**config.mk**
```make
export PLATFORM = sky130hd
export DESIGN_NAME = jtag_user_dr_flat
export DESIGN_NICKNAME = d
export VERILOG_FILES = /design/src/rtl/jtag_user_dr_if.sv /design/src/rtl/jtag_user_dr.sv /design/src/flat_wrapper.sv
export SDC_FILE = /design/constraint.sdc
export NUM_CORES = 1
export LEC_CHECK = 0
export CAP_MARGIN = 20
export CORE_AREA = 4 4 61 63
export DETAILED_ROUTE_END_ITERATION = 16
export DIE_AREA = 0 0 65 67
export PLACE_DENSITY = 0.8
export SLEW_MARGIN = 10
export SYNTH_ARGS = -nofsm -noshare
export SYNTH_HDL_FRONTEND = slang
export SYNTH_SLANG_ARGS = --single-unit
```
**constraint.sdc**
```tcl
create_clock -name jtck -period 3.2 [get_ports jtck]
set_clock_uncertainty 0.2 [all_clocks]
set_input_delay 0.96 -clock jtck [delete_from_list [all_inputs] [get_ports jtck]]
set_output_delay 0.96 -clock jtck [all_outputs]
set_load 0.01 [all_outputs]
```
**src/rtl/jtag_user_dr_if.sv**
```systemverilog
// Bus between the JTAGG primitive side and the two-channel user data register.
interface jtag_user_dr_if #(
   parameter int unsigned DR_WIDTH = 8
);
   logic                jtdi;
   logic                jshift;
   logic                jupdate;
   logic                jce1;
   logic                jce2;
   logic [DR_WIDTH-1:0] dr1_status;
   logic [DR_WIDTH-1:0] dr2_status;
   logic                jtdo1;
   logic                jtdo2;
   logic [DR_WIDTH-1:0] dr1_q;
   logic [DR_WIDTH-1:0] dr2_q;
   logic                dr1_upd;
   logic                dr2_upd;

   modport master (
      output jtdi, jshift, jupdate, jce1, jce2, dr1_status, dr2_status,
      input  jtdo1, jtdo2, dr1_q, dr2_q, dr1_upd, dr2_upd
   );

   modport slave (
      input  jtdi, jshift, jupdate, jce1, jce2, dr1_status, dr2_status,
      output jtdo1, jtdo2, dr1_q, dr2_q, dr1_upd, dr2_upd
   );
endinterface

```
**src/rtl/jtag_user_dr.sv**
```systemverilog
// Two DR_WIDTH-bit JTAG user data registers (ER1/ER2) behind the JTAGG primitive, jtck domain.
// JTAG_DR_CAPTURE_STATUS_EN: capture loads drN_status instead of the drN_q shadow value.
module jtag_user_dr #(
   parameter int unsigned          DR_WIDTH    = 8,
   parameter logic [DR_WIDTH-1:0]  SHADOW_INIT = '0
) (
   input  logic           jtck,
   input  logic           jrst,
   jtag_user_dr_if.slave  bus
);

   typedef enum logic [1:0] {
      SEL_NONE = 2'd0,
      SEL_CH1  = 2'd1,
      SEL_CH2  = 2'd2
   } sel_e;

   sel_e                sel;
   logic                jshift_dly;
   logic [DR_WIDTH-1:0] sr1;
   logic [DR_WIDTH-1:0] sr2;
   logic [DR_WIDTH-1:0] nxt1;
   logic [DR_WIDTH-1:0] nxt2;
   logic [DR_WIDTH-1:0] cap1_src;
   logic [DR_WIDTH-1:0] cap2_src;
   logic                cap1_c;
   logic                cap2_c;

   // Shift-right with TDI entering at the MSB; data leaves LSB first.
   generate
      if (DR_WIDTH == 1) begin : g_nxt_1
         assign nxt1 = bus.jtdi;
         assign nxt2 = bus.jtdi;
      end else begin : g_nxt_n
         assign nxt1 = {bus.jtdi, sr1[DR_WIDTH-1:1]};
         assign nxt2 = {bus.jtdi, sr2[DR_WIDTH-1:1]};
      end
   endgenerate

`ifdef JTAG_DR_CAPTURE_STATUS_EN
   assign cap1_src = bus.dr1_status;
   assign cap2_src = bus.dr2_status;
`else
   logic unused_status;
   assign unused_status = ^{bus.dr1_status, bus.dr2_status};
   assign cap1_src      = bus.dr1_q;
   assign cap2_src      = bus.dr2_q;
`endif

   // Capture needs jshift low; ER1 wins when both enables are raised.
   always_comb begin
      cap1_c = bus.jce1 & ~bus.jshift;
      cap2_c = bus.jce2 & ~bus.jshift & ~bus.jce1;
   end

   always_ff @(posedge jtck) begin
      if (jrst) begin
         sel         <= SEL_NONE;
         jshift_dly  <= 1'b0;
         sr1         <= '0;
         sr2         <= '0;
         bus.dr1_q   <= SHADOW_INIT;
         bus.dr2_q   <= SHADOW_INIT;
         bus.dr1_upd <= 1'b0;
         bus.dr2_upd <= 1'b0;
      end else begin
         jshift_dly <= bus.jshift;

         if (cap1_c) begin
            sel <= SEL_CH1;
         end else if (cap2_c) begin
            sel <= SEL_CH2;
         end

         // Middle and exit cycles both shift, since jshift_dly covers both.
         if (cap1_c) begin
            sr1 <= cap1_src;
         end else if (sel == SEL_CH1 && jshift_dly) begin
            sr1 <= nxt1;
         end

         if (cap2_c) begin
            sr2 <= cap2_src;
         end else if (sel == SEL_CH2 && jshift_dly) begin
            sr2 <= nxt2;
         end

         bus.dr1_upd <= bus.jupdate && (sel == SEL_CH1);
         bus.dr2_upd <= bus.jupdate && (sel == SEL_CH2);
         if (bus.jupdate && sel == SEL_CH1) begin
            bus.dr1_q <= sr1;
         end
         if (bus.jupdate && sel == SEL_CH2) begin
            bus.dr2_q <= sr2;
         end
      end
   end

   // TDO looks one bit ahead during middle shift cycles to hide the register delay.
   always_comb begin
      bus.jtdo1 = 1'b0;
      bus.jtdo2 = 1'b0;
      if (!jrst && bus.jshift) begin
         if (sel == SEL_CH1) begin
            bus.jtdo1 = jshift_dly ? nxt1[0] : sr1[0];
         end
         if (sel == SEL_CH2) begin
            bus.jtdo2 = jshift_dly ? nxt2[0] : sr2[0];
         end
      end
   end

endmodule

```
**src/flat_wrapper.sv**
```systemverilog
// flat-port wrapper written by rule: the top's interface ports become plain ports
module jtag_user_dr_flat 
#(
   parameter int unsigned          DR_WIDTH    = 8,
   parameter logic [DR_WIDTH-1:0]  SHADOW_INIT = '0
)
  (jtck, jrst, bus_jtdi, bus_jshift, bus_jupdate, bus_jce1, bus_jce2, bus_dr1_status, bus_dr2_status, bus_jtdo1, bus_jtdo2, bus_dr1_q, bus_dr2_q, bus_dr1_upd, bus_dr2_upd);
  jtag_user_dr_if #(.DR_WIDTH(DR_WIDTH)) bus_i ();
  input  logic jtck;
  input  logic jrst;
  input wire logic [$bits(bus_i.jtdi)-1:0] bus_jtdi;
  input wire logic [$bits(bus_i.jshift)-1:0] bus_jshift;
  input wire logic [$bits(bus_i.jupdate)-1:0] bus_jupdate;
  input wire logic [$bits(bus_i.jce1)-1:0] bus_jce1;
  input wire logic [$bits(bus_i.jce2)-1:0] bus_jce2;
  input wire logic [$bits(bus_i.dr1_status)-1:0] bus_dr1_status;
  input wire logic [$bits(bus_i.dr2_status)-1:0] bus_dr2_status;
  output wire logic [$bits(bus_i.jtdo1)-1:0] bus_jtdo1;
  output wire logic [$bits(bus_i.jtdo2)-1:0] bus_jtdo2;
  output wire logic [$bits(bus_i.dr1_q)-1:0] bus_dr1_q;
  output wire logic [$bits(bus_i.dr2_q)-1:0] bus_dr2_q;
  output wire logic [$bits(bus_i.dr1_upd)-1:0] bus_dr1_upd;
  output wire logic [$bits(bus_i.dr2_upd)-1:0] bus_dr2_upd;
  assign bus_i.jtdi = bus_jtdi;
  assign bus_i.jshift = bus_jshift;
  assign bus_i.jupdate = bus_jupdate;
  assign bus_i.jce1 = bus_jce1;
  assign bus_i.jce2 = bus_jce2;
  assign bus_i.dr1_status = bus_dr1_status;
  assign bus_i.dr2_status = bus_dr2_status;
  assign bus_jtdo1 = bus_i.jtdo1;
  assign bus_jtdo2 = bus_i.jtdo2;
  assign bus_dr1_q = bus_i.dr1_q;
  assign bus_dr2_q = bus_i.dr2_q;
  assign bus_dr1_upd = bus_i.dr1_upd;
  assign bus_dr2_upd = bus_i.dr2_upd;
  jtag_user_dr #(.DR_WIDTH(DR_WIDTH), .SHADOW_INIT(SHADOW_INIT)) u_core (.jtck(jtck), .jrst(jrst), .bus(bus_i));
endmodule
```
After elaboration in Yosys (flattened, before gate mapping)
Index checks and enable logic that the tools add are counted.
- reduce and logical (&&, ||, !) cells: 10
- equal/unequal tests: 2
- bitwise logic cells: 5
- muxes and demuxes: 12
- operator list (cell ; count):
    2-to-1 mux 8 bit ; 4
    2-to-1 mux 1 bit ; 8
    nonzero test 2 bit ; 3
    logical AND 1 bit ; 5
    AND 1 bit ; 3
    equality test 2 x 1 -> 1 bit, second input constant ; 1
    equality test 2 bit, second input constant ; 1
    NOT 1 bit ; 2
    OR reduction 2 bit ; 1
    zero test 1 bit ; 1
- input port bits: 23
- register bits: 37
- word-level logic and storage cells: 38
- output and inout port bits: 20

Logic depth before layout (Yosys ltp)
- word-level depth: 5
- mapped depth: 5
- gate-level depth less buffers: 3

Worst setup path before layout
OpenSTA, ideal clock, no wires.
- kind: input -> output
- start: input port jrst
- end: output port bus_jtdo1
- arrival: 1.752 ns
- required time: 2.040 ns
- cell stages on the path: 3
- setup slack: 0.288 ns
- path buffers: 1
- path through: buf_2 > nand2b_1 > nor4b_1
- cells in the longest elaborated chain, start to end: 3
- RTL lines (item ; line ; source):
    from (decl) ; flat_wrapper.sv:10 ; input logic jrst;
    zero test 1 bit ; jtag_user_dr.sv:103 ; if (!jrst && bus.jshift) begin
    logical AND 1 bit ; jtag_user_dr.sv:103 ;
    2-to-1 mux 1 bit ; jtag_user_dr.sv:103 ;
    to (decl) ; flat_wrapper.sv:18 ; output wire logic [$bits(bus_i.jtdo1)-1:0] bus_jtdo1;
Every way passes these cells.

Worst setup path in the final report
- start: input port jrst
- end: output port bus_jtdo2
- cells in the longest elaborated chain, start to end: 3
- RTL lines (item ; line ; source):
    zero test 1 bit ; jtag_user_dr.sv:103 ;
    logical AND 1 bit ; jtag_user_dr.sv:103 ;
    2-to-1 mux 1 bit ; jtag_user_dr.sv:103 ;
    to (decl) ; flat_wrapper.sv:19 ; output wire logic [$bits(bus_i.jtdo2)-1:0] bus_jtdo2;
Every way passes these cells.

==> results.cfg <==
[status]
outcome = complete, no violations

[clock_tree]
cts-root-buf = clkbuf_4
clkTransAtPathRegs_ns = 0.10
cts_buffers = 5
cts_sinks = 37
htreeDepth = 2
cts_tree = built
clockBufferDepth = 2
clk_latency_ns = 0.34

[timing]
max_slew_margin_pct = 55.5
final-setup-viol-count = 0
final_max_slew_viol_count = 0
hold_viol = 0
fmax_ghz = 0.353
fin_crit_sh_pct = 88.6
min_period_ns = 2.83
rsz0062_at_grt = no
worst_pin_slew_ns = 0.668

[cells_and_area]
postLayoutCellArea_mm2 = 0.00187
nets = 203
drive_above_1_share_pct = 12.7
final_core_util_pct = 58.0
fin_cells = 227
syn_to_final_growth_pct = 21.2
diodes = 0

[global_routing]
grt_pass1_vias = 1116
grt_overflow = 0
track_usage_pct = 15.2
antenna_found_initial = 0
grt_max_degree = 37
grt_pass1_wl_um = 4970

[setup_path]
worstSetupStartpointType = primary input
critPathKind = in2out
crit_path_max_fanout = 3
crit_path_end_kind = output pin
crit_chain = dlymetal6s2s_1 > nand2b_4 > nor4b_4 > buf_2
cpPeakStageDelay_ns = 0.25
required_ns = 2.04
cp_num_buf_inv = 2
critPathTopFamily = simple AND/OR/NAND/NOR gates
crit_arrival_ns = 1.67
crit_slowest_cell = nor4b_4

[drt]
routed_wirelength_um = 2990
drc_errors = 0
drt_iter0_drc = 48
vias = 1164
avgRoutedWirePerCell_um = 13.1
ant_nets = 0
routed_via_density = 5.13
firstDrtPassIters = 4

[synth]
netlist_instances = 157
syn_area_mm2 = 0.00155
synth.ff_latch_count = 37
synth_cell_types = 21
synthTopCellsByArea = dfxtp_1, mux2i_1, nor2_1
avgSynthCellArea_um2 = 9.84
synth_top_area_share_pct = 47.9
synth_warnings = 0
ys_seq_area_share_pct = 47.9
yosysTopAreaCell = dfxtp_1
synth_fp_nets = 180

[floorplanning]
dieArea_mm2 = 0.00436
rows = 21
chipHeight_um = 67
die_x_um = 65
boundaryPins = 43
core_area_mm2 = 0.00323
start_util_pct = 47.8

[place]
detailedPlacementHpwl_um = 2020
place_area_mm2 = 0.00179
numPortBuffers = 26
routabilityCongestion = 0.753
dp_cells = 218

[pwr]
irDropWorstVdd_v = 0.000245
p_per_area_mw_per_mm2 = 426
power.total_mw = 0.797
power.leakage_nw = 0.861

[job]
drv_cap = 0

[worst_hold_path]
hold_class = reg2reg
==> where the power goes <==
group / leakage, nW / switching, mW / internal [mW]
Sequential: 0.301 / 0.0143 / 0.476
Clock: 0.0320 / 0.152 / 0.0837
Combinational: 0.528 / 0.0371 / 0.0337
==> per-stage QoR <==
stage          hold WS [ns]  TNS [ns]  worst slack (ns)
5_1_grt               0.338         0             0.294
2_1_floorplan         0.261         0             0.288
3_5_place_dp          0.288    -0.903            -0.466
6_report              0.301         0             0.366
3_3_place_gp          0.278    -0.875            -0.460
4_1_cts               0.303         0            0.0274
==> layout by cell type, fill, tap and decap left out <==
cell	netlist	routed
dfxtp_1	37	37
nor2_1	33	33
mux2i_1	26	26
clkdlybuf4s50_1	0	22
nand2_1	17	17
a311oi_1	8	8
a211oi_2	8	8
clkbuf_4	0	5
nand3b_1	4	4
inv_1	2	2
a21oi_1	2	2
clkinv_2	0	2
dlymetal6s2s_1	0	2
buf_2	6	2
buf_4	1	2
nand2b_4	0	1
nor4b_4	0	1
nor4b_2	0	1
nand2b_1	2	1
and3b_1	1	1
or3b_1	1	1
o21ai_0	1	1
nor2_2	1	1
clkbuf_1	1	1
==> flip-flops by register name, summed over array words and instances, names as in the netlist <==
signal	cells
u_core.bus.dr1_q	8
u_core.bus.dr1_upd	1
u_core.bus.dr2_q	8
u_core.bus.dr2_upd	1
u_core.jshift_dly	1
u_core.sel	2
u_core.sr1	8
u_core.sr2	8
==> worst paths after layout <==
path,from,to,slack (ns),cells past startpoint
worst max-delay path,jrst,bus_jtdo2,0.37,4
worst min-delay path,u_core.sr1[6],u_core.sr1[6],0.30,2
worst max register to register,u_core.sel[1],u_core.sr2[1],1.49,3
worst min register to register,u_core.sr1[6],u_core.sr1[6],0.30,2
==> worst min-delay path: cells and delay by family, from the launching register on <==
family,cells,cell delay (ns)
AND/OR/NAND/NOR,1,0.06
AO/OA/AOI/OAI,1,0.07
flip-flops,1,0.34
==> cell usage after synthesis <==
cell type / instances
a211oi_2: 8
a21oi_1: 2
a311oi_1: 8
and3b_1: 1
buf_1: 2
buf_12: 1
buf_2: 6
buf_4: 1
buf_6: 1
clkbuf_1: 1
dfxtp_1: 37
inv_1: 2
mux2i_1: 26
nand2_1: 17
nand2b_1: 2
nand3b_1: 4
nor2_1: 33
nor2_2: 1
nor4b_1: 2
o21ai_0: 1
or3b_1: 1
==> logic make-up after synthesis <==
family | synth area share [%]
multiplexers | 16.8
AO/OA/AOI/OAI | 12.0
buffers and inverters | 5.67
flip-flops | 47.9
AND/OR/NAND/NOR | 17.6
==> cell type report <==
type / count / area [µm²]
clock inverters: 2 / 10.0
inverters: 2 / 7.51
repair buffers: 28 / 270
flip-flops and latches: 37 / 741
well taps: 46 / 57.6
fillers: 304 / 1360
multi-input cells: 106 / 746
clock buffers: 6 / 41.3
==> repair_timing <==
action,in CTS,in global routing
buffers inserted,0,1
setup endpoints to repair,2,2
pin swaps,1,1
hold endpoints to repair,0,0
gates resized for setup,11,4
hold buffers,0,0
==> layer usage <==
metal	vias to the layer above	GRT usage, %	part of all wire, %	wire length, µm
li1	586	-	-	-
met1	545	16.8	45	1340
met2	28	25.8	49	1460
met3	5	6.75	5.0	148
met4	0	5.54	1.1	34
met5	-	0	0	0
No activity file was read; power rests on OpenSTA's default activity.
